[src/rtl/uart_pkg.sv]
// Shared types and constants for the parametrised UART receiver (and planned TX).
package uart_pkg;

    // Receiver frame states
    typedef enum logic [2:0] {
        IDLE,
        START,
        DATA,
        PARITY,
        STOP1,
        STOP2,
        DONE,
        BREAK
    } rx_state_e;

    // Parity_Mode encodings; 3 behaves as PAR_NONE
    localparam logic [1:0] PAR_NONE = 2'd0;
    localparam logic [1:0] PAR_EVEN = 2'd1;
    localparam logic [1:0] PAR_ODD  = 2'd2;

    // 2-of-3 majority of three line samples
    function automatic logic majority3(input logic a, input logic b, input logic c);
        return (a & b) | (a & c) | (b & c);
    endfunction

endpackage

[src/rtl/uart_baud_tick.sv]
// Oversampling baud generator: prescaler of max(div_i,1) CLK cycles producing a
// tick, plus a 0..OVERSAMPLE-1 tick counter. clr_i restarts both from zero.
module uart_baud_tick #(
    parameter int unsigned DIV_W      = 16,
    parameter int unsigned OVERSAMPLE = 16,
    parameter int unsigned CNT_W      = $clog2(OVERSAMPLE)
) (
    input  logic             clk,
    input  logic             rst_n,
    input  logic             clr_i,
    input  logic [DIV_W-1:0] div_i,
    output logic             tick_c_o,
    output logic [CNT_W-1:0] tick_cnt_o
);

    localparam logic [CNT_W-1:0] CNT_LAST = CNT_W'(OVERSAMPLE - 1);

    logic [DIV_W-1:0] presc_q;
    logic [DIV_W-1:0] div_m1;
    logic [CNT_W-1:0] cnt_q;

    // A divider of 0 behaves as 1 (tick every cycle)
    assign div_m1     = (div_i == '0) ? '0 : div_i - DIV_W'(1);
    // >= keeps the prescaler from running away if the divider shrinks
    assign tick_c_o   = (presc_q >= div_m1);
    assign tick_cnt_o = cnt_q;

    // Prescaler and tick counter
    always_ff @(posedge clk or negedge rst_n) begin
        if (!rst_n) begin
            presc_q <= '0;
            cnt_q   <= '0;
        end else if (clr_i) begin
            presc_q <= '0;
            cnt_q   <= '0;
        end else if (tick_c_o) begin
            presc_q <= '0;
            cnt_q   <= (cnt_q == CNT_LAST) ? '0 : cnt_q + CNT_W'(1);
        end else begin
            presc_q <= presc_q + DIV_W'(1);
        end
    end

endmodule

[src/rtl/uart_rx_param.sv]
// Parametrised UART receiver: 2-flop input sync, internal oversampling baud
// generator, validated start bit, optional parity, 1/2 stop bits, break hold-off
// and a valid/ready output with parity/frame/overrun flags.
// Build option: define UART_RX_MAJORITY_VOTE_EN to take every bit as the 2-of-3
// majority of the last three tick samples instead of a single sample.
module uart_rx_param
    import uart_pkg::*;
#(
    parameter int unsigned DATA_W     = 8,
    parameter int unsigned OVERSAMPLE = 16,
    parameter int unsigned DIV_W      = 16
) (
    input  logic              CLK,
    input  logic              RSTn,
    input  logic              RX_Pin_In,
    input  logic              RX_En_Sig,
    input  logic [DIV_W-1:0]  Baud_Div,
    input  logic [1:0]        Parity_Mode,
    input  logic              Stop_Two,
    output logic [DATA_W-1:0] RX_Data,
    output logic              RX_Valid,
    input  logic              RX_Ready,
    output logic              Parity_Err,
    output logic              Frame_Err,
    output logic              Overrun_Err,
    output logic              Busy
);

    localparam int unsigned CNT_W = $clog2(OVERSAMPLE);
    localparam int unsigned IDX_W = $clog2(DATA_W);

    localparam logic [CNT_W-1:0] START_PT = CNT_W'(OVERSAMPLE / 2 - 1);
    localparam logic [CNT_W-1:0] BIT_PT   = CNT_W'(OVERSAMPLE - 1);
    localparam logic [IDX_W-1:0] LAST_IDX = IDX_W'(DATA_W - 1);

    rx_state_e         state_q, state_d;
    logic              rx_s1_q, rx_s2_q, rx_prev_q;
    logic              tick_c;
    logic [CNT_W-1:0]  tick_cnt;
    logic              clr_c;
    logic              fall_c;
    logic              samp_start_c;
    logic              samp_bit_c;
    logic              bit_val_c;
    logic              par_en_c;
    logic              load_c;

    logic [IDX_W-1:0]  idx_q;
    logic [DATA_W-1:0] shreg_q;
    logic              par_q;
    logic              perr_q;
    logic              ferr_q;

    logic [DATA_W-1:0] data_q;
    logic              valid_q;
    logic              perr_out_q;
    logic              ferr_out_q;
    logic              ovr_q;
    logic              busy_q;

    // Line synchroniser plus one delayed copy for falling-edge detection
    always_ff @(posedge CLK or negedge RSTn) begin
        if (!RSTn) begin
            rx_s1_q   <= 1'b1;
            rx_s2_q   <= 1'b1;
            rx_prev_q <= 1'b1;
        end else begin
            rx_s1_q   <= RX_Pin_In;
            rx_s2_q   <= rx_s1_q;
            rx_prev_q <= rx_s2_q;
        end
    end

    assign fall_c       = rx_prev_q & ~rx_s2_q;
    assign samp_start_c = tick_c && (tick_cnt == START_PT);
    assign samp_bit_c   = tick_c && (tick_cnt == BIT_PT);
    assign par_en_c     = (Parity_Mode == PAR_EVEN) || (Parity_Mode == PAR_ODD);
    assign clr_c        = ((state_q == IDLE) && RX_En_Sig && fall_c) ||
                          ((state_q == START) && samp_start_c);
    assign load_c       = (state_q == DONE) && RX_En_Sig && (!valid_q || RX_Ready);

`ifdef UART_RX_MAJORITY_VOTE_EN
    logic [1:0] hist_q;

    // Line samples from the two preceding ticks for the majority vote
    always_ff @(posedge CLK or negedge RSTn) begin
        if (!RSTn) begin
            hist_q <= 2'b11;
        end else if (tick_c) begin
            hist_q <= {hist_q[0], rx_s2_q};
        end
    end

    assign bit_val_c = majority3(hist_q[1], hist_q[0], rx_s2_q);
`else
    assign bit_val_c = rx_s2_q;
`endif

    uart_baud_tick #(
        .DIV_W      (DIV_W),
        .OVERSAMPLE (OVERSAMPLE),
        .CNT_W      (CNT_W)
    ) u_baud_tick (
        .clk        (CLK),
        .rst_n      (RSTn),
        .clr_i      (clr_c),
        .div_i      (Baud_Div),
        .tick_c_o   (tick_c),
        .tick_cnt_o (tick_cnt)
    );

    // Next-state logic; disabling the receiver aborts any frame in progress
    always_comb begin
        state_d = state_q;
        if (!RX_En_Sig) begin
            state_d = IDLE;
        end else begin
            case (state_q)
                IDLE:   if (fall_c) state_d = START;
                START:  if (samp_start_c) state_d = bit_val_c ? IDLE : DATA;
                DATA:   if (samp_bit_c && (idx_q == LAST_IDX)) state_d = par_en_c ? PARITY : STOP1;
                PARITY: if (samp_bit_c) state_d = STOP1;
                STOP1:  if (samp_bit_c) state_d = Stop_Two ? STOP2 : DONE;
                STOP2:  if (samp_bit_c) state_d = DONE;
                DONE:   state_d = (ferr_q && !rx_s2_q) ? BREAK : IDLE;
                BREAK:  if (rx_s2_q) state_d = IDLE;
                default: state_d = IDLE;
            endcase
        end
    end

    // State register; Busy tracks the registered state
    always_ff @(posedge CLK or negedge RSTn) begin
        if (!RSTn) begin
            state_q <= IDLE;
            busy_q  <= 1'b0;
        end else begin
            state_q <= state_d;
            busy_q  <= (state_d != IDLE);
        end
    end

    // Frame datapath: bit index, shift register, running parity and error capture
    always_ff @(posedge CLK or negedge RSTn) begin
        if (!RSTn) begin
            idx_q   <= '0;
            shreg_q <= '0;
            par_q   <= 1'b0;
            perr_q  <= 1'b0;
            ferr_q  <= 1'b0;
        end else begin
            case (state_q)
                START: begin
                    if (samp_start_c) begin
                        idx_q  <= '0;
                        par_q  <= 1'b0;
                        perr_q <= 1'b0;
                        ferr_q <= 1'b0;
                    end
                end
                DATA: begin
                    if (samp_bit_c) begin
                        shreg_q <= {bit_val_c, shreg_q[DATA_W-1:1]};
                        par_q   <= par_q ^ bit_val_c;
                        idx_q   <= idx_q + IDX_W'(1);
                    end
                end
                PARITY: begin
                    if (samp_bit_c) begin
                        perr_q <= (bit_val_c != (par_q ^ (Parity_Mode == PAR_ODD)));
                    end
                end
                STOP1, STOP2: begin
                    if (samp_bit_c && !bit_val_c) begin
                        ferr_q <= 1'b1;
                    end
                end
                default: ;
            endcase
        end
    end

    // Output word, flags and handshake; a DONE load wins over a same-cycle accept
    always_ff @(posedge CLK or negedge RSTn) begin
        if (!RSTn) begin
            data_q     <= '0;
            valid_q    <= 1'b0;
            perr_out_q <= 1'b0;
            ferr_out_q <= 1'b0;
            ovr_q      <= 1'b0;
        end else begin
            ovr_q <= 1'b0;
            if (valid_q && RX_Ready) begin
                valid_q <= 1'b0;
            end
            if (load_c) begin
                data_q     <= shreg_q;
                perr_out_q <= perr_q;
                ferr_out_q <= ferr_q;
                valid_q    <= 1'b1;
            end else if ((state_q == DONE) && RX_En_Sig) begin
                ovr_q <= 1'b1;
            end
        end
    end

    assign RX_Data     = data_q;
    assign RX_Valid    = valid_q;
    assign Parity_Err  = perr_out_q;
    assign Frame_Err   = ferr_out_q;
    assign Overrun_Err = ovr_q;
    assign Busy        = busy_q;

endmodule

[config.mk]
export PLATFORM = sky130hd
export DESIGN_NAME = uart_rx_param
export DESIGN_NICKNAME = d
export VERILOG_FILES = /design/src/rtl/uart_pkg.sv /design/src/rtl/uart_baud_tick.sv /design/src/rtl/uart_rx_param.sv
export SDC_FILE = /design/constraint.sdc
export NUM_CORES = 1
export LEC_CHECK = 0
export CAP_MARGIN = 10
export CORE_MARGIN = 2
export CORE_UTILIZATION = 30
export DETAILED_ROUTE_END_ITERATION = 8
export PLACE_DENSITY = 0.54
export SLEW_MARGIN = 0
export SYNTH_ARGS = -nofsm -noshare
export SYNTH_HDL_FRONTEND = slang
export SYNTH_SLANG_ARGS = --single-unit
export TNS_END_PERCENT = 100
[constraint.sdc]
create_clock -name CLK -period 2.7 [get_ports CLK]
set_input_delay 0.675 -clock CLK [delete_from_list [all_inputs] [get_ports CLK]]
set_output_delay 0.675 -clock CLK [all_outputs]
set_load 0.01 [all_outputs]
# Yosys cells after proc, flatten, opt, wreduce, memory -nomap -nowiden
# Cells that the tools add are included.
[op_classes] addsub=4 magnitude_cmp=1 eq_ne=17 n_mux=33 n_bitwise=4 n_reduce_logical=29
[op_table] op="$mux W16" n=3
[op_table] op="$mux W3" n=12
[op_table] op="$pmux W3 S8" n=1
[op_table] op="$add A16 B1 Y16 const B" n=1
[op_table] op="$ge A16 B16 Y1" n=1
[op_table] op="$logic_not A16 Y1" n=1
[op_table] op="$sub A16 B1 Y16 const B" n=1
[op_table] op="$eq A3 B3 Y1 const B" n=5
[op_table] op="$mux W4" n=3
[op_table] op="$logic_and A1 B1 Y1" n=11
[op_table] op="$reduce_bool A2 Y1" n=5
[op_table] op="$reduce_and A3 Y1" n=3
[op_table] op="$mux W1" n=8
[op_table] op="$ne A2 B2 Y1 const B" n=4
[op_table] op="$eq A3 B2 Y1 const B" n=2
[op_table] op="$pmux W1 S2" n=3
[op_table] op="$pmux W3 S2" n=1
[op_table] op="$add A4 B1 Y4 const B" n=1
[op_table] op="$eq A4 B3 Y1 const B" n=1
[op_table] op="$eq A4 B4 Y1 const B" n=1
[op_table] op="$mux W2" n=2
[op_table] op="$add A3 B1 Y3 const B" n=1
[op_table] op="$eq A3 B1 Y1 const B" n=1
[op_table] op="$logic_not A3 Y1" n=1
[op_table] op="11 further kinds" n=15
[word_totals] register_bits=53 in_bits=24 output_inout_bits=13 wordCells=105

# Logic depth before layout (Yosys ltp)
# Gate-level depths: netlist (run 1).
[logic_depth] depth_word=9 mapped_depth=15 depth_no_buf=14

# Modules after synthesis
# A second synthesis (run 1) with hierarchy kept.
[unflattened] cells_unflattened=344 hier_area_um2=3186.8
[modules_own_cells] mod="uart_baud_tick" instances=1 cells_each=199 area_per_inst_um2=1696.6 seq_area_each_um2=500.5
[modules_own_cells] mod="uart_rx_param" instances=1 cells_each=145 area_per_inst_um2=1490.2 seq_area_each_um2=829.5

# Worst setup path after synthesis (run 1)
# No wires, ideal clock.
[synth_timing] path_kind="in2reg" from="input Baud_Div[5]" to="register busy_q (netlist: Busy)" setup_ps=139 arrival_time_ps=4192 required_ps=2561 path_slack_ps=-1630 stages=14 path_buffers=0 cell_sequence="or4_1 -> nor3_1 -> nand2_1 -> nor4_1 -> xor2_1 -> nand2_1 -> ha_1 -> nand4_2 -> nor4_4 -> a311oi_4 -> a21oi_1 -> o221ai_2 -> a31o_1 -> or4_1"
[synth_via] elab_chain_len=9 elab_cells_between_ends=15 cone_classes="add/sub: 1; order compare: 1; mux: 8; reduce/logical: 5"
[synth_lines] item="start: declaration" line="uart_rx_param.sv:17" text="input logic [DIV_W-1:0] Baud_Div,"
[synth_lines] item="$sub A16 B1 Y16 or $logic_not A16 Y1 (tied branches)" line="uart_baud_tick.sv:23" text="assign div_m1 = (div_i == '0) ? '0 : div_i - DIV_W'(1);"
[synth_lines] item="$mux W16 *" line="uart_baud_tick.sv:23"
[synth_lines] item="$ge A16 B16 Y1 *" line="uart_baud_tick.sv:25" text="assign tick_c_o = (presc_q >= div_m1);"
[synth_lines] item="$logic_and A1 B1 Y1" line="uart_rx_param.sv:76" text="assign samp_bit_c = tick_c && (tick_cnt == BIT_PT);"
[synth_lines] item="$logic_and A1 B1 Y1" line="uart_rx_param.sv:121" text="DATA: if (samp_bit_c && (idx_q == LAST_IDX)) state_d = par_en_c ? PARITY : STOP1;"
[synth_lines] item="$mux W3" line="uart_rx_param.sv:121"
[synth_lines] item="$pmux W3 S8 *" line="uart_rx_param.sv:118" text="case (state_q)"
[synth_lines] item="$mux W3 *" line="uart_rx_param.sv:115" text="if (!RX_En_Sig) begin"
[synth_lines] item="named net state_d[1]" line="uart_rx_param.sv:36" text="rx_state_e state_q, state_d;"
[synth_lines] item="$reduce_bool A3 Y1 *" line="uart_rx_param.sv:139" text="busy_q <= (state_d != IDLE);"
[synth_lines] item="end signal: assignment" line="uart_rx_param.sv:139"
[synth_lines] item="end: declaration" line="uart_rx_param.sv:59" text="logic busy_q;"
# Mark *: on every way through the listed nets, which the timed path passes. The rest lies on a longest branch.
# A chain may end at the register's enable or synchronous reset.

# Final worst setup path (run 1)
[layout_timing] from="input Baud_Div[2]" to="register busy_q (netlist: Busy)"
# The elaborated chain is that of the path after synthesis.

==> run_summary.xml, run 1 <==
<?xml version="1.0" encoding="UTF-8"?>
<metrics>
  <group name="outcome">
    <metric name="run_status" unit="">finished, violations left</metric>
    <metric name="violations" unit="">setup timing</metric>
  </group>
  <group name="routing">
    <metric name="route.antenna.remaining_nets" unit="">0</metric>
    <metric name="drt_first_pass_iters" unit="">4</metric>
    <metric name="dr_total_vias" unit="">2627</metric>
    <metric name="wl" unit="um">6920</metric>
    <metric name="drt-wirelength-per-cell" unit="um">12.5</metric>
    <metric name="detail_route.iter0.violations" unit="">119</metric>
    <metric name="post_drt_via_cell_ratio" unit="">4.75</metric>
    <metric name="post-route-drc-count" unit="">0</metric>
  </group>
  <group name="timing">
    <metric name="tightest_slew" unit="ps">670</metric>
    <metric name="slew_viol_final" unit="">0</metric>
    <metric name="min_period_over_period" unit="%">148</metric>
    <metric name="final_total_negative_setup_slack" unit="ps">-34490</metric>
    <metric name="final.setup.worst_slack" unit="ps">-1300</metric>
    <metric name="worst_case_clock_skew" unit="ps">12.4</metric>
    <metric name="timing.max_slew.rel_slack" unit="%">55.3</metric>
    <metric name="timing_hold_violations_final" unit="">0</metric>
    <metric name="setup_viol_count_final" unit="">38</metric>
    <metric name="final_period_minus_worst_setup_slack" unit="ps">4000</metric>
    <metric name="grt_setup_unrepaired" unit="">yes</metric>
    <metric name="fmaxAchievable" unit="GHz">0.250</metric>
  </group>
  <group name="logic_synthesis">
    <metric name="post_synth_most_frequent_cells" unit="">50 x sky130_fd_sc_hd__dfrtp_1, 42 x sky130_fd_sc_hd__nand2_1, 34 x sky130_fd_sc_hd__nor2_1</metric>
    <metric name="synth_fa_ha_area_share" unit="%">9.20</metric>
    <metric name="synth_area_leader_cell" unit="">sky130_fd_sc_hd__dfrtp_1</metric>
    <metric name="synth_compound_gate_area_share" unit="%">8.16</metric>
    <metric name="netlist_area" unit="um2">3130</metric>
    <metric name="synthTopCellsByArea" unit="">sky130_fd_sc_hd__dfrtp_1 40%, sky130_fd_sc_hd__ha_1 9.2%, sky130_fd_sc_hd__mux2_2 6.1%, sky130_fd_sc_hd__xor2_1 5.6%, sky130_fd_sc_hd__nand2_1 5.0%</metric>
    <metric name="synth.net_count" unit="">369</metric>
    <metric name="synth_edf_count" unit="">0</metric>
    <metric name="synthesis.instances" unit="">322</metric>
    <metric name="asyncSetResetFlopFracSynth" unit="%">100</metric>
    <metric name="synthFlopType" unit="">sky130_fd_sc_hd__dfrtp_1</metric>
    <metric name="synth_top_area_share" unit="%">40.0</metric>
    <metric name="yosysSeqAreaShare" unit="%">42.5</metric>
    <metric name="dominant_combinational_cell_family_by_area_after_synthesis" unit="">simple AND/OR/NAND/NOR gates</metric>
    <metric name="synth.avg_cell_area" unit="um2">9.71</metric>
    <metric name="ffs_latches_synth" unit="">53</metric>
    <metric name="ys.warnings.count" unit="">0</metric>
    <metric name="synthMostInstantiatedCell" unit="">sky130_fd_sc_hd__dfrtp_1</metric>
    <metric name="synth.lib_cells_used.distinct" unit="">43</metric>
    <metric name="synth_simple_gate_area_share" unit="%">22.4</metric>
    <metric name="synth_mux_area_share" unit="%">6.44</metric>
    <metric name="post_synth_xor_area_fraction" unit="%">8.96</metric>
  </group>
  <group name="floorplanning">
    <metric name="starting_density_of_the_core" unit="%">30.6</metric>
    <metric name="placementRows" unit="">37</metric>
    <metric name="boundaryPins" unit="">37</metric>
    <metric name="die-area" unit="um2">11300</metric>
    <metric name="die_h" unit="um">106</metric>
    <metric name="chipWidth" unit="um">106</metric>
    <metric name="core_area" unit="um2">10200</metric>
  </group>
  <group name="grt">
    <metric name="gr-usage-met1" unit="%">16.2</metric>
    <metric name="grtUsageMet2" unit="%">22.8</metric>
    <metric name="use_met3" unit="%">2.21</metric>
    <metric name="initial_antenna_violation_count" unit="">0</metric>
    <metric name="grt.busiest_layer" unit="">met2</metric>
    <metric name="number_of_global_route_vias_before_repair" unit="">2697</metric>
    <metric name="pin_count_of_the_biggest_net_entering_global_routing" unit="">54</metric>
    <metric name="gr-total-overflow" unit="">0</metric>
    <metric name="gr_usage_total" unit="%">13.0</metric>
    <metric name="wire_length_of_the_first_global_routing_pass" unit="um">12100</metric>
  </group>
  <group name="critical_path">
    <metric name="r2r_cells" unit="">10</metric>
    <metric name="crit_arrival" unit="ps">4190</metric>
    <metric name="critical_path_class" unit="">primary input to flop</metric>
    <metric name="crit_path_max_fanout" unit="">4</metric>
    <metric name="end_kind" unit="">flop</metric>
    <metric name="critical_path.startpoint_type" unit="">primary input</metric>
    <metric name="worstPathRequired" unit="ps">2890</metric>
  </group>
  <group name="power">
    <metric name="power_leakage" unit="nW">2.00</metric>
    <metric name="p_total" unit="mW">1.80</metric>
    <metric name="total_power_divided_by_cell_area" unit="nW/um2">403</metric>
    <metric name="vdd.ir_drop.worst" unit="V">0.000225</metric>
  </group>
  <group name="cells_and_area">
    <metric name="fin_area" unit="um2">4460</metric>
    <metric name="finalNetCount" unit="">463</metric>
    <metric name="final_layout_size_suffix_gt1_share" unit="%">33.6</metric>
    <metric name="fin_util" unit="%">43.6</metric>
    <metric name="n_antenna_cell" unit="">0</metric>
    <metric name="syn_to_final_growth" unit="%">42.6</metric>
  </group>
  <group name="clocking">
    <metric name="clk_pin_slew_worst_paths" unit="ps">100</metric>
    <metric name="cts_root_buf" unit="">sky130_fd_sc_hd__clkbuf_8</metric>
    <metric name="cts_tree" unit="">yes</metric>
    <metric name="postCtsHoldBufs" unit="">0</metric>
    <metric name="cts_inserted_buffers" unit="">5</metric>
    <metric name="cts-htree-levels" unit="">2</metric>
    <metric name="tritoncts_num_sinks" unit="">53</metric>
    <metric name="clock_tree.buffer_depth" unit="">2</metric>
    <metric name="clkLatencyLatePin" unit="ps">320</metric>
  </group>
  <group name="placed_design">
    <metric name="port-buffer-count" unit="">36</metric>
    <metric name="globalplace.congestion" unit="">0.876</metric>
    <metric name="dp_hpwl" unit="um">5050</metric>
    <metric name="instance_area_at_placement" unit="um2">4080</metric>
  </group>
  <group name="min_path">
    <metric name="count_of_cells_along_the_worst_hold_path" unit="">0</metric>
    <metric name="min_path_type" unit="">flop to flop</metric>
  </group>
  <group name="flow_run">
    <metric name="max_cap_violations" unit="">0</metric>
  </group>
</metrics>
[path summary, 6_finish.rpt]
check	start	endpoint	slack (ps)
worst max-delay path	Baud_Div[2]	Busy	-1300
min in group asynchronous	RSTn	u_baud_tick.presc_q[2]	460
worst max register to register	u_baud_tick.presc_q[0]	Busy	-110
worst min register to register	rx_s1_q	bit_val_c	370
max in group asynchronous	RSTn	idx_q[1]	1780
worst min-delay path	rx_s1_q	bit_val_c	370
[cells by family after synthesis]
family | Yosys count
adders and majority gates | 23
AOI/OAI and AO/OA | 36
DFF | 53
muxes | 18
xor gates and xnor gates | 32
and+or+nand+nor | 141
buffers and inverters | 19
[state kept, by name, indices dropped and copies added, names as in the netlist]
signal and count:
ferr_q 1, idx_q 3, perr_q 1, rx_s1_q 1, Busy 1, state_q 3, Frame_Err 1, Overrun_Err 1
u_baud_tick.presc_q 16, rx_prev_q 1, Parity_Err 1, RX_Data 8, bit_val_c 1, u_baud_tick.tick_cnt_o 4, shreg_q 8, par_q 1
RX_Valid 1
[layout make-up]
type                    instances  area (um2)
fillers                       984        5770
multi-input cells             250        2010
flip-flops and latches         53        1330
repair buffers                 93         803
well taps                     136         170
clock buffers                   5        68.8
inverters                      13        48.8
clock inverters                 3        26.3
[placed cells by master (no fill, tap or decap), drive strengths merged, types with 2 or more instances in the layout]
master / instances
dfrtp: 50
nand4b: 2
nor4: 4
a21oi: 9
nor3: 7
dfstp: 3
inv: 14
nand2b: 9
nand4: 6
clkbuf: 5
and3: 5
xor2: 20
or4: 4
and2: 4
clkinvlp: 2
ha: 23
mux2: 17
nor2b: 3
buf: 62
a211oi: 2
clkdlybuf4s15: 3
a31oi: 2
xnor2: 12
clkdlybuf4s50: 27
o21ai: 11
nand2: 42
nand3: 17
nor2: 34
o41ai: 2
[routing by layer]
layer | part of all wire (%) | routed length, um
met1 | 47 | 3220
met2 | 48 | 3360
met3 | 3.4 | 233
met4 | 1.6 | 112
met5 | 0 | 0
[power by group]
group / internal [mW] / leakage, nW / switching, mW
Combinational: 0.233 / 1.25 / 0.214
Sequential: 0.839 / 0.710 / 0.0331
Clock: 0.189 / 0.0423 / 0.290
[metrics by stage]
step	setup WS [ps]	instances	hold WS (ps)
final	-1300	553	365
after detailed placement	-2010	536	355
after floorplan	-1410	322	345
after global routing	-1510	553	373
after CTS	-1330	550	369
after global placement	-1920	536	351
[critical path, cell delays in order]
cell                       delay [ps]
sky130_fd_sc_hd__buf_6             90
sky130_fd_sc_hd__or4_4            540
sky130_fd_sc_hd__nor3_4           180
sky130_fd_sc_hd__buf_6            130
sky130_fd_sc_hd__nand4b_1         120
sky130_fd_sc_hd__and2_1           170
sky130_fd_sc_hd__ha_1             280
sky130_fd_sc_hd__nand2b_4         130
sky130_fd_sc_hd__a2111o_1         400
sky130_fd_sc_hd__a311oi_4         330
sky130_fd_sc_hd__buf_4            180
sky130_fd_sc_hd__a211o_1          130
sky130_fd_sc_hd__o22ai_1           80
sky130_fd_sc_hd__a31o_1           210
sky130_fd_sc_hd__or4_1            520
[what timing repair did]
action / CTS / global route
gates resized for setup: 49 / 26
endpoints found under the hold margin: 0 / 0
buffers inserted: 6 / 3
endpoints found under the setup margin: 38 / 38
pin swaps: 31 / 19
Note: power is estimated with default switching activity, not from simulation.
==> inputs of run 2 (changes only) <==
--- a/config.mk
+++ b/config.mk
@@ -7,9 +7,10 @@
 export LEC_CHECK = 0
 export CAP_MARGIN = 10
 export CORE_MARGIN = 2
-export CORE_UTILIZATION = 30
+export CORE_UTILIZATION = 39
 export DETAILED_ROUTE_END_ITERATION = 8
-export PLACE_DENSITY = 0.54
+export DONT_BUFFER_PORTS = 1
+export PLACE_DENSITY = 0.59
 export SLEW_MARGIN = 0
 export SYNTH_ARGS = -nofsm -noshare
 export SYNTH_HDL_FRONTEND = slang
==> run 2 against run 1 <==
  * The flow still finishes with violations (setup timing)
  * Critical path type unchanged
  * Clock skew fell by 6.3 ps
  * Critical endpoint unchanged
  * Register-to-register slack got worse by 60 ps
  * Sequential share of layout area rose by 3.4 points
==> run_summary.xml, run 2 (synthesis results as in run 1) <==
<?xml version="1.0" encoding="UTF-8"?>
<metrics>
  <group name="cells_and_area">
    <metric name="flip_flop_count_of_the_largest_register_after_layout" unit="">16</metric>
    <metric name="n_antenna_cell" unit="">0</metric>
    <metric name="layout.cells.most_common" unit="">sky130_fd_sc_hd__dfrtp_1</metric>
    <metric name="top_register" unit="">u_baud_tick.presc_q</metric>
    <metric name="layout.cells.most_common_list" unit="">50 x sky130_fd_sc_hd__dfrtp_1, 38 x sky130_fd_sc_hd__nand2_1, 32 x sky130_fd_sc_hd__buf_4, 20 x sky130_fd_sc_hd__xor2_1, 19 x sky130_fd_sc_hd__ha_1</metric>
    <metric name="final_layout_size_suffix_gt1_share" unit="%">33.7</metric>
    <metric name="finalNetCount" unit="">408</metric>
    <metric name="fin_area" unit="um2">4000</metric>
    <metric name="syn_to_final_growth" unit="%">28.0</metric>
  </group>
  <group name="critical_path">
    <metric name="critical_path.startpoint_type" unit="">primary input</metric>
    <metric name="crit_arrival" unit="ps">4050</metric>
    <metric name="crit_path_max_fanout" unit="">5</metric>
    <metric name="worstPathRequired" unit="ps">2890</metric>
    <metric name="crit_path_top_delay_cell" unit="">sky130_fd_sc_hd__or4_4</metric>
    <metric name="max_stage_delay" unit="ps">540</metric>
    <metric name="crit_path_cell_trace" unit="">or4_4 -&gt; nor3_4 -&gt; nand2_2 -&gt; nor4_4 -&gt; xor2_1 -&gt; nand2_1 -&gt; ha_4 -&gt; nand4_1 -&gt; buf_6 -&gt; nor3_2 -&gt; a311oi_4 -&gt; and2_4 -&gt; o221ai_2 -&gt; a31o_1 -&gt; or4_1</metric>
    <metric name="timing.critical_path.buf_inv" unit="">1</metric>
    <metric name="critical_path_class" unit="">primary input to flop</metric>
    <metric name="cp_top_family" unit="">simple AND/OR/NAND/NOR gates</metric>
    <metric name="end_kind" unit="">flop</metric>
  </group>
  <group name="clocking">
    <metric name="cts_inserted_buffers" unit="">5</metric>
    <metric name="clk_pin_slew_worst_paths" unit="ps">100</metric>
    <metric name="cts-htree-levels" unit="">2</metric>
    <metric name="tritoncts_num_sinks" unit="">53</metric>
    <metric name="cts_root_buf" unit="">sky130_fd_sc_hd__clkbuf_8</metric>
    <metric name="postCtsHoldBufs" unit="">0</metric>
    <metric name="clkLatencyLatePin" unit="ps">310</metric>
    <metric name="clock_tree.buffer_depth" unit="">2</metric>
    <metric name="cts_tree" unit="">yes</metric>
  </group>
  <group name="timing">
    <metric name="min_period_over_period" unit="%">143</metric>
    <metric name="setup_viol_count_final" unit="">38</metric>
    <metric name="tightest_slew" unit="ps">607</metric>
    <metric name="final.setup.worst_slack" unit="ps">-1160</metric>
    <metric name="fmaxAchievable" unit="GHz">0.259</metric>
    <metric name="final_period_minus_worst_setup_slack" unit="ps">3860</metric>
    <metric name="timing.max_slew.rel_slack" unit="%">59.4</metric>
    <metric name="slew_viol_final" unit="">0</metric>
    <metric name="timing_hold_violations_final" unit="">0</metric>
    <metric name="grt_setup_unrepaired" unit="">yes</metric>
    <metric name="worst_case_clock_skew" unit="ps">6.18</metric>
  </group>
  <group name="routing">
    <metric name="post-route-drc-count" unit="">0</metric>
    <metric name="route.antenna.remaining_nets" unit="">0</metric>
    <metric name="drt-wirelength-per-cell" unit="um">14.4</metric>
    <metric name="drt_first_pass_iters" unit="">4</metric>
    <metric name="detail_route.iter0.violations" unit="">85</metric>
    <metric name="dr_total_vias" unit="">2418</metric>
    <metric name="wl" unit="um">6700</metric>
    <metric name="post_drt_via_cell_ratio" unit="">5.21</metric>
  </group>
  <group name="flow_run">
    <metric name="max_cap_violations" unit="">0</metric>
  </group>
  <group name="grt">
    <metric name="wire_length_of_the_first_global_routing_pass" unit="um">11500</metric>
    <metric name="gr_usage_total" unit="%">16.3</metric>
    <metric name="pin_count_of_the_biggest_net_entering_global_routing" unit="">54</metric>
    <metric name="number_of_global_route_vias_before_repair" unit="">2543</metric>
    <metric name="initial_antenna_violation_count" unit="">0</metric>
    <metric name="gr-total-overflow" unit="">0</metric>
  </group>
  <group name="floorplanning">
    <metric name="placementRows" unit="">32</metric>
    <metric name="starting_density_of_the_core" unit="%">40.3</metric>
    <metric name="core_area" unit="um2">7770</metric>
    <metric name="die_h" unit="um">93.5</metric>
    <metric name="chipWidth" unit="um">93.5</metric>
    <metric name="boundaryPins" unit="">37</metric>
    <metric name="die-area" unit="um2">8750</metric>
  </group>
  <group name="outcome">
    <metric name="violations" unit="">setup timing</metric>
    <metric name="run_status" unit="">finished, violations left</metric>
  </group>
  <group name="placed_design">
    <metric name="globalplace.congestion" unit="">0.834</metric>
    <metric name="placement.setup.worst_slack" unit="ps">-1590</metric>
    <metric name="instance_area_at_placement" unit="um2">3550</metric>
    <metric name="dp_hpwl" unit="um">4780</metric>
    <metric name="port-buffer-count" unit="">0</metric>
  </group>
  <group name="min_path">
    <metric name="min_path_type" unit="">primary input to async pin</metric>
  </group>
  <group name="power">
    <metric name="vdd.ir_drop.worst" unit="V">0.000199</metric>
    <metric name="power_leakage" unit="nW">1.83</metric>
    <metric name="total_power_divided_by_cell_area" unit="nW/um2">434</metric>
  </group>
</metrics>
[run 2: path summary, 6_finish.rpt]
path                                   startpoint                         to  slack (ps)  depth (start not counted)
min                                          RSTn  u_baud_tick.tick_cnt_o[3]          40                          0
min reg2reg                               rx_s1_q                  bit_val_c         360                          0
min in group CLK                        RX_Pin_In                    rx_s1_q         350                          0
max in group asynchronous                    RSTn                    rx_s1_q        2460                          0
max                                   Baud_Div[5]                       Busy       -1160                         15
max reg2reg                u_baud_tick.presc_q[0]                       Busy        -170                          9
[run 2: cell type report]
type,count,area (um2)
tap,102,128
clock buffer,5,68.8
timing repair buffer,38,333
multi-input combinational,250,2070
fill,729,3770
inverter,13,48.8
sequential,53,1330
clock inverter,3,21.3
[run 2: layer usage]
metal / up-vias / part of all wire, % / wire, um / GRT usage, %
li1: 1199 / - / - / -
met1: 1156 / 45 / 3030 / 20.2
met2: 55 / 50 / 3320 / 29.0
met3: 8 / 3.8 / 256 / 2.82
met4: 0 / 1.3 / 88 / 4.95
met5: - / 0 / 0 / 0
[run 2: timing repair]
item                       4_1_cts  5_1_grt
resized for setup               23       40
pin swaps                        5       18
cloned                           1        0
setup endpoints to repair       38       38
buffers inserted                 4        2
[run 2: where the power goes]
| part | switching [mW] | leakage (nW) | internal (mW) |
|---|---|---|---|
| Clock | 0.277 | 0.0445 | 0.185 |
| Combinational | 0.194 | 1.07 | 0.207 |
| Sequential | 0.0339 | 0.710 | 0.839 |
| Total | 0.505 | 1.83 | 1.23 |
[run 2: per-stage QoR]
| stage | std cells | total power [mW] | TNS (ps) | hold WS, ps | utilization (%) |
|---|---|---|---|---|---|
| after floorplan | 322 | 1.09 | -36850 | 345 | - |
| after global placement | 449 | 1.21 | -42610 | 349 | 45.8 |
| after detailed placement | 449 | 1.22 | -45490 | 347 | 45.8 |
| after CTS | 462 | 1.71 | -30060 | 31.4 | 49.5 |
| after global routing | 464 | 1.85 | -35700 | 18.6 | 51.5 |
| final | 464 | 1.74 | -29750 | 43.5 | 51.5 |
==> inputs of run 3 (changes only) <==
==> constraint.sdc (replaced) <==
create_clock -name CLK -period 3.3 [get_ports CLK]
set_input_delay 0.825 -clock CLK [delete_from_list [all_inputs] [get_ports CLK]]
set_output_delay 0.825 -clock CLK [all_outputs]
set_load 0.01 [all_outputs]
==> run 3 against run 2 <==
  * The flow still finishes with violations (setup timing)
  * Design area shrank 2.9%
  * Cell count shrank 2.4%
  * Worst setup slack gained 470 ps
  * Non-clock buffer count shrank 12
  * Hold slack gained 150 ps
  * Global-route usage shrank 1.3 points
  * Via count shrank 2.5%
  * Total power shrank 19%
  * Sequential power shrank 15%
==> run_summary.xml, run 3 (synthesis results as in run 1) <==
<?xml version="1.0" encoding="UTF-8"?>
<metrics>
  <group name="outcome">
    <metric name="run_status" unit="">finished, violations left</metric>
    <metric name="violations" unit="">setup timing</metric>
  </group>
  <group name="power">
    <metric name="switching_share" unit="%">27.1</metric>
    <metric name="sequential_power_share" unit="%">52.3</metric>
    <metric name="pwr-share-clk" unit="%">31.7</metric>
    <metric name="int_pwr" unit="mW">1.03</metric>
    <metric name="total_power_divided_by_cell_area" unit="nW/um2">363</metric>
    <metric name="switching_component_of_the_power" unit="mW">0.383</metric>
    <metric name="power.combinational.fraction" unit="%">16.1</metric>
    <metric name="vdd.ir_drop.worst" unit="V">0.000155</metric>
    <metric name="power_leakage" unit="nW">1.78</metric>
  </group>
  <group name="timing">
    <metric name="final_period_minus_worst_setup_slack" unit="ps">4000</metric>
    <metric name="grt_setup_unrepaired" unit="">yes</metric>
    <metric name="final.setup.worst_slack" unit="ps">-697</metric>
    <metric name="setup_viol_count_final" unit="">38</metric>
    <metric name="slew_viol_final" unit="">0</metric>
    <metric name="timing_hold_violations_final" unit="">0</metric>
    <metric name="fmaxAchievable" unit="GHz">0.250</metric>
    <metric name="timing.max_slew.rel_slack" unit="%">57.8</metric>
    <metric name="worst_case_clock_skew" unit="ps">9.02</metric>
    <metric name="tightest_slew" unit="ps">630</metric>
    <metric name="min_period_over_period" unit="%">121</metric>
  </group>
  <group name="critical_path">
    <metric name="timing.critical_path.buf_inv" unit="">1</metric>
    <metric name="cp_top_family" unit="">simple AND/OR/NAND/NOR gates</metric>
    <metric name="r2r_cells" unit="">9</metric>
    <metric name="max_stage_delay" unit="ps">530</metric>
    <metric name="regToRegStartpoint" unit="">u_baud_tick.presc_q[0]</metric>
    <metric name="critical_path_class" unit="">primary input to flop</metric>
    <metric name="crit_path_top_delay_cell" unit="">sky130_fd_sc_hd__or4_4</metric>
    <metric name="end_kind" unit="">flop</metric>
    <metric name="crit_path_cell_trace" unit="">or4_4 -&gt; nor3_4 -&gt; nand2_2 -&gt; nor3_2 -&gt; xor2_1 -&gt; nand2_1 -&gt; ha_1 -&gt; nand4_4 -&gt; buf_4 -&gt; nor3_4 -&gt; a311oi_4 -&gt; and2_4 -&gt; o221ai_2 -&gt; a31o_1 -&gt; or4_1</metric>
    <metric name="reg2reg_to" unit="">Busy</metric>
    <metric name="critical_path.startpoint_type" unit="">primary input</metric>
    <metric name="worst_path_most_repeated_cell" unit="">sky130_fd_sc_hd__nor3_4</metric>
    <metric name="worstPathRequired" unit="ps">3490</metric>
    <metric name="worst-r2r-setup-slack" unit="ps">300</metric>
    <metric name="crit_arrival" unit="ps">4180</metric>
    <metric name="crit_path_max_fanout" unit="">5</metric>
  </group>
  <group name="placed_design">
    <metric name="port-buffer-count" unit="">0</metric>
    <metric name="globalplace.congestion" unit="">0.861</metric>
    <metric name="dp_hpwl" unit="um">4470</metric>
    <metric name="placement.setup.worst_slack" unit="ps">-1100</metric>
    <metric name="instance_area_at_placement" unit="um2">3480</metric>
  </group>
  <group name="routing">
    <metric name="drt-wirelength-per-cell" unit="um">14.0</metric>
    <metric name="drt_first_pass_iters" unit="">4</metric>
    <metric name="detail_route.iter0.violations" unit="">51</metric>
    <metric name="wl" unit="um">6350</metric>
    <metric name="wl_met2" unit="um">3090</metric>
    <metric name="post_drt_via_cell_ratio" unit="">5.20</metric>
    <metric name="route.antenna.remaining_nets" unit="">0</metric>
    <metric name="met3_length" unit="um">281</metric>
    <metric name="detail_route.wirelength.met1" unit="um">2890</metric>
    <metric name="highest-signal-layer" unit="">met4</metric>
    <metric name="dr_total_vias" unit="">2357</metric>
    <metric name="post-route-drc-count" unit="">0</metric>
  </group>
  <group name="clocking">
    <metric name="postCtsHoldBufs" unit="">0</metric>
    <metric name="cts_inserted_buffers" unit="">5</metric>
    <metric name="cts-htree-levels" unit="">2</metric>
    <metric name="cts_root_buf" unit="">sky130_fd_sc_hd__clkbuf_8</metric>
    <metric name="tritoncts_num_sinks" unit="">53</metric>
    <metric name="clk_pin_slew_worst_paths" unit="ps">100</metric>
    <metric name="clock_tree.buffer_depth" unit="">2</metric>
    <metric name="clkLatencyLatePin" unit="ps">310</metric>
    <metric name="cts_tree" unit="">yes</metric>
  </group>
  <group name="grt">
    <metric name="gr-total-overflow" unit="">0</metric>
    <metric name="number_of_global_route_vias_before_repair" unit="">2290</metric>
    <metric name="wire_length_of_the_first_global_routing_pass" unit="um">10500</metric>
    <metric name="gr_usage_total" unit="%">15.0</metric>
    <metric name="pin_count_of_the_biggest_net_entering_global_routing" unit="">54</metric>
    <metric name="initial_antenna_violation_count" unit="">0</metric>
  </group>
  <group name="cells_and_area">
    <metric name="finalNetCount" unit="">397</metric>
    <metric name="layout.cells.most_common_list" unit="">50 x sky130_fd_sc_hd__dfrtp_1, 38 x sky130_fd_sc_hd__nand2_1, 23 x sky130_fd_sc_hd__nor2_1, 22 x sky130_fd_sc_hd__buf_4, 21 x sky130_fd_sc_hd__ha_1</metric>
    <metric name="top_register" unit="">u_baud_tick.presc_q</metric>
    <metric name="fin_area" unit="um2">3890</metric>
    <metric name="fin_util" unit="%">50.0</metric>
    <metric name="final_layout_size_suffix_gt1_share" unit="%">28.5</metric>
    <metric name="n_antenna_cell" unit="">0</metric>
    <metric name="flip_flop_count_of_the_largest_register_after_layout" unit="">16</metric>
    <metric name="layout.cells.most_common" unit="">sky130_fd_sc_hd__dfrtp_1</metric>
    <metric name="syn_to_final_growth" unit="%">24.3</metric>
  </group>
  <group name="floorplanning">
    <metric name="chipWidth" unit="um">93.5</metric>
    <metric name="die-area" unit="um2">8750</metric>
    <metric name="placementRows" unit="">32</metric>
    <metric name="die_h" unit="um">93.5</metric>
    <metric name="boundaryPins" unit="">37</metric>
    <metric name="core_area" unit="um2">7770</metric>
    <metric name="starting_density_of_the_core" unit="%">40.3</metric>
  </group>
  <group name="min_path">
    <metric name="min_path_type" unit="">primary input to async pin</metric>
  </group>
  <group name="flow_run">
    <metric name="max_cap_violations" unit="">0</metric>
  </group>
</metrics>
run 3: changes by cell type in the layout (fill, tap and decap cells not counted), moves of 2 or more:
| cell | before | now |
|---|---|---|
| sky130_fd_sc_hd__a21oi_1 | 2 | 4 |
| sky130_fd_sc_hd__a21oi_2 | 6 | 3 |
| sky130_fd_sc_hd__buf_4 | 32 | 22 |
| sky130_fd_sc_hd__buf_6 | 4 | 2 |
| sky130_fd_sc_hd__buf_8 | 0 | 2 |
| sky130_fd_sc_hd__ha_1 | 19 | 21 |
| sky130_fd_sc_hd__ha_4 | 4 | 2 |
| sky130_fd_sc_hd__mux2_2 | 16 | 10 |
| sky130_fd_sc_hd__mux2_4 | 1 | 7 |
| sky130_fd_sc_hd__nor2_1 | 17 | 23 |
| sky130_fd_sc_hd__nor2_2 | 12 | 9 |
| sky130_fd_sc_hd__nor2_4 | 5 | 2 |
run 3: power groups by stage:
stage	clock network (mW)	registers, mW	logic, mW
global placement	0	0.749	0.195
floorplan	0	0.734	0.160
detailed placement	0	0.750	0.198
finish	0.447	0.738	0.227
global route	0.487	0.745	0.257
CTS	0.460	0.737	0.216
run 3: worst max path at each step:
| stage | from | endpoint | slack (ps) | cells past startpoint |
|---|---|---|---|---|
| floorplan | Baud_Div[11] | Busy | -960 | 12 |
| global placement | Baud_Div[5] | Busy | -1020 | 14 |
| detailed placement | Baud_Div[5] | Busy | -1100 | 14 |
| CTS | Baud_Div[5] | Busy | -680 | 16 |
| global route | Baud_Div[5] | Busy | -910 | 15 |
| finish | Baud_Div[5] | Busy | -700 | 15 |
run 3: layer usage:
metal  GRT usage, %  vias to the layer above
met5              0                        -
met4           4.35                        0
met3           3.71                        8
met2           25.2                       47
met1           19.1                     1125
li1               -                     1177
run 3: per-stage QoR:
stage               hold WS, ps  power [mW]  TNS [ps]  std cells
global placement            349       0.944    -25400        439
floorplan                   345       0.894    -19750        322
finish                      196        1.41    -13520        453
CTS                         186        1.41    -12420        453
detailed placement          349       0.948    -27590        439
global route                170        1.49    -22130        453
run 3: layout make-up:
type	count	area, um2
fill	713	3880
timing repair buffer	26	218
clock buffer	5	68.8
sequential	53	1330
inverter	13	48.8
clock inverter	3	46.3
multi-input combinational	251	2050
tap	102	128
run 3: worst register-to-register path: stages (launching register included):
cell                       delay (ps)
sky130_fd_sc_hd__dfrtp_1          460
sky130_fd_sc_hd__inv_1             90
sky130_fd_sc_hd__ha_1             290
sky130_fd_sc_hd__nand2b_4         130
sky130_fd_sc_hd__a2111o_1         440
sky130_fd_sc_hd__a311oi_4         340
sky130_fd_sc_hd__and2_4           250
sky130_fd_sc_hd__o221ai_2          80
sky130_fd_sc_hd__a31o_1           260
sky130_fd_sc_hd__or4_1            520
run 3: timing repair:
item / in CTS / in global routing
buffers inserted: 6 / 0
pin swaps: 14 / 5
resized for setup: 42 / 16
cloned: 1 / 0
endpoints found under the setup margin: 38 / 38
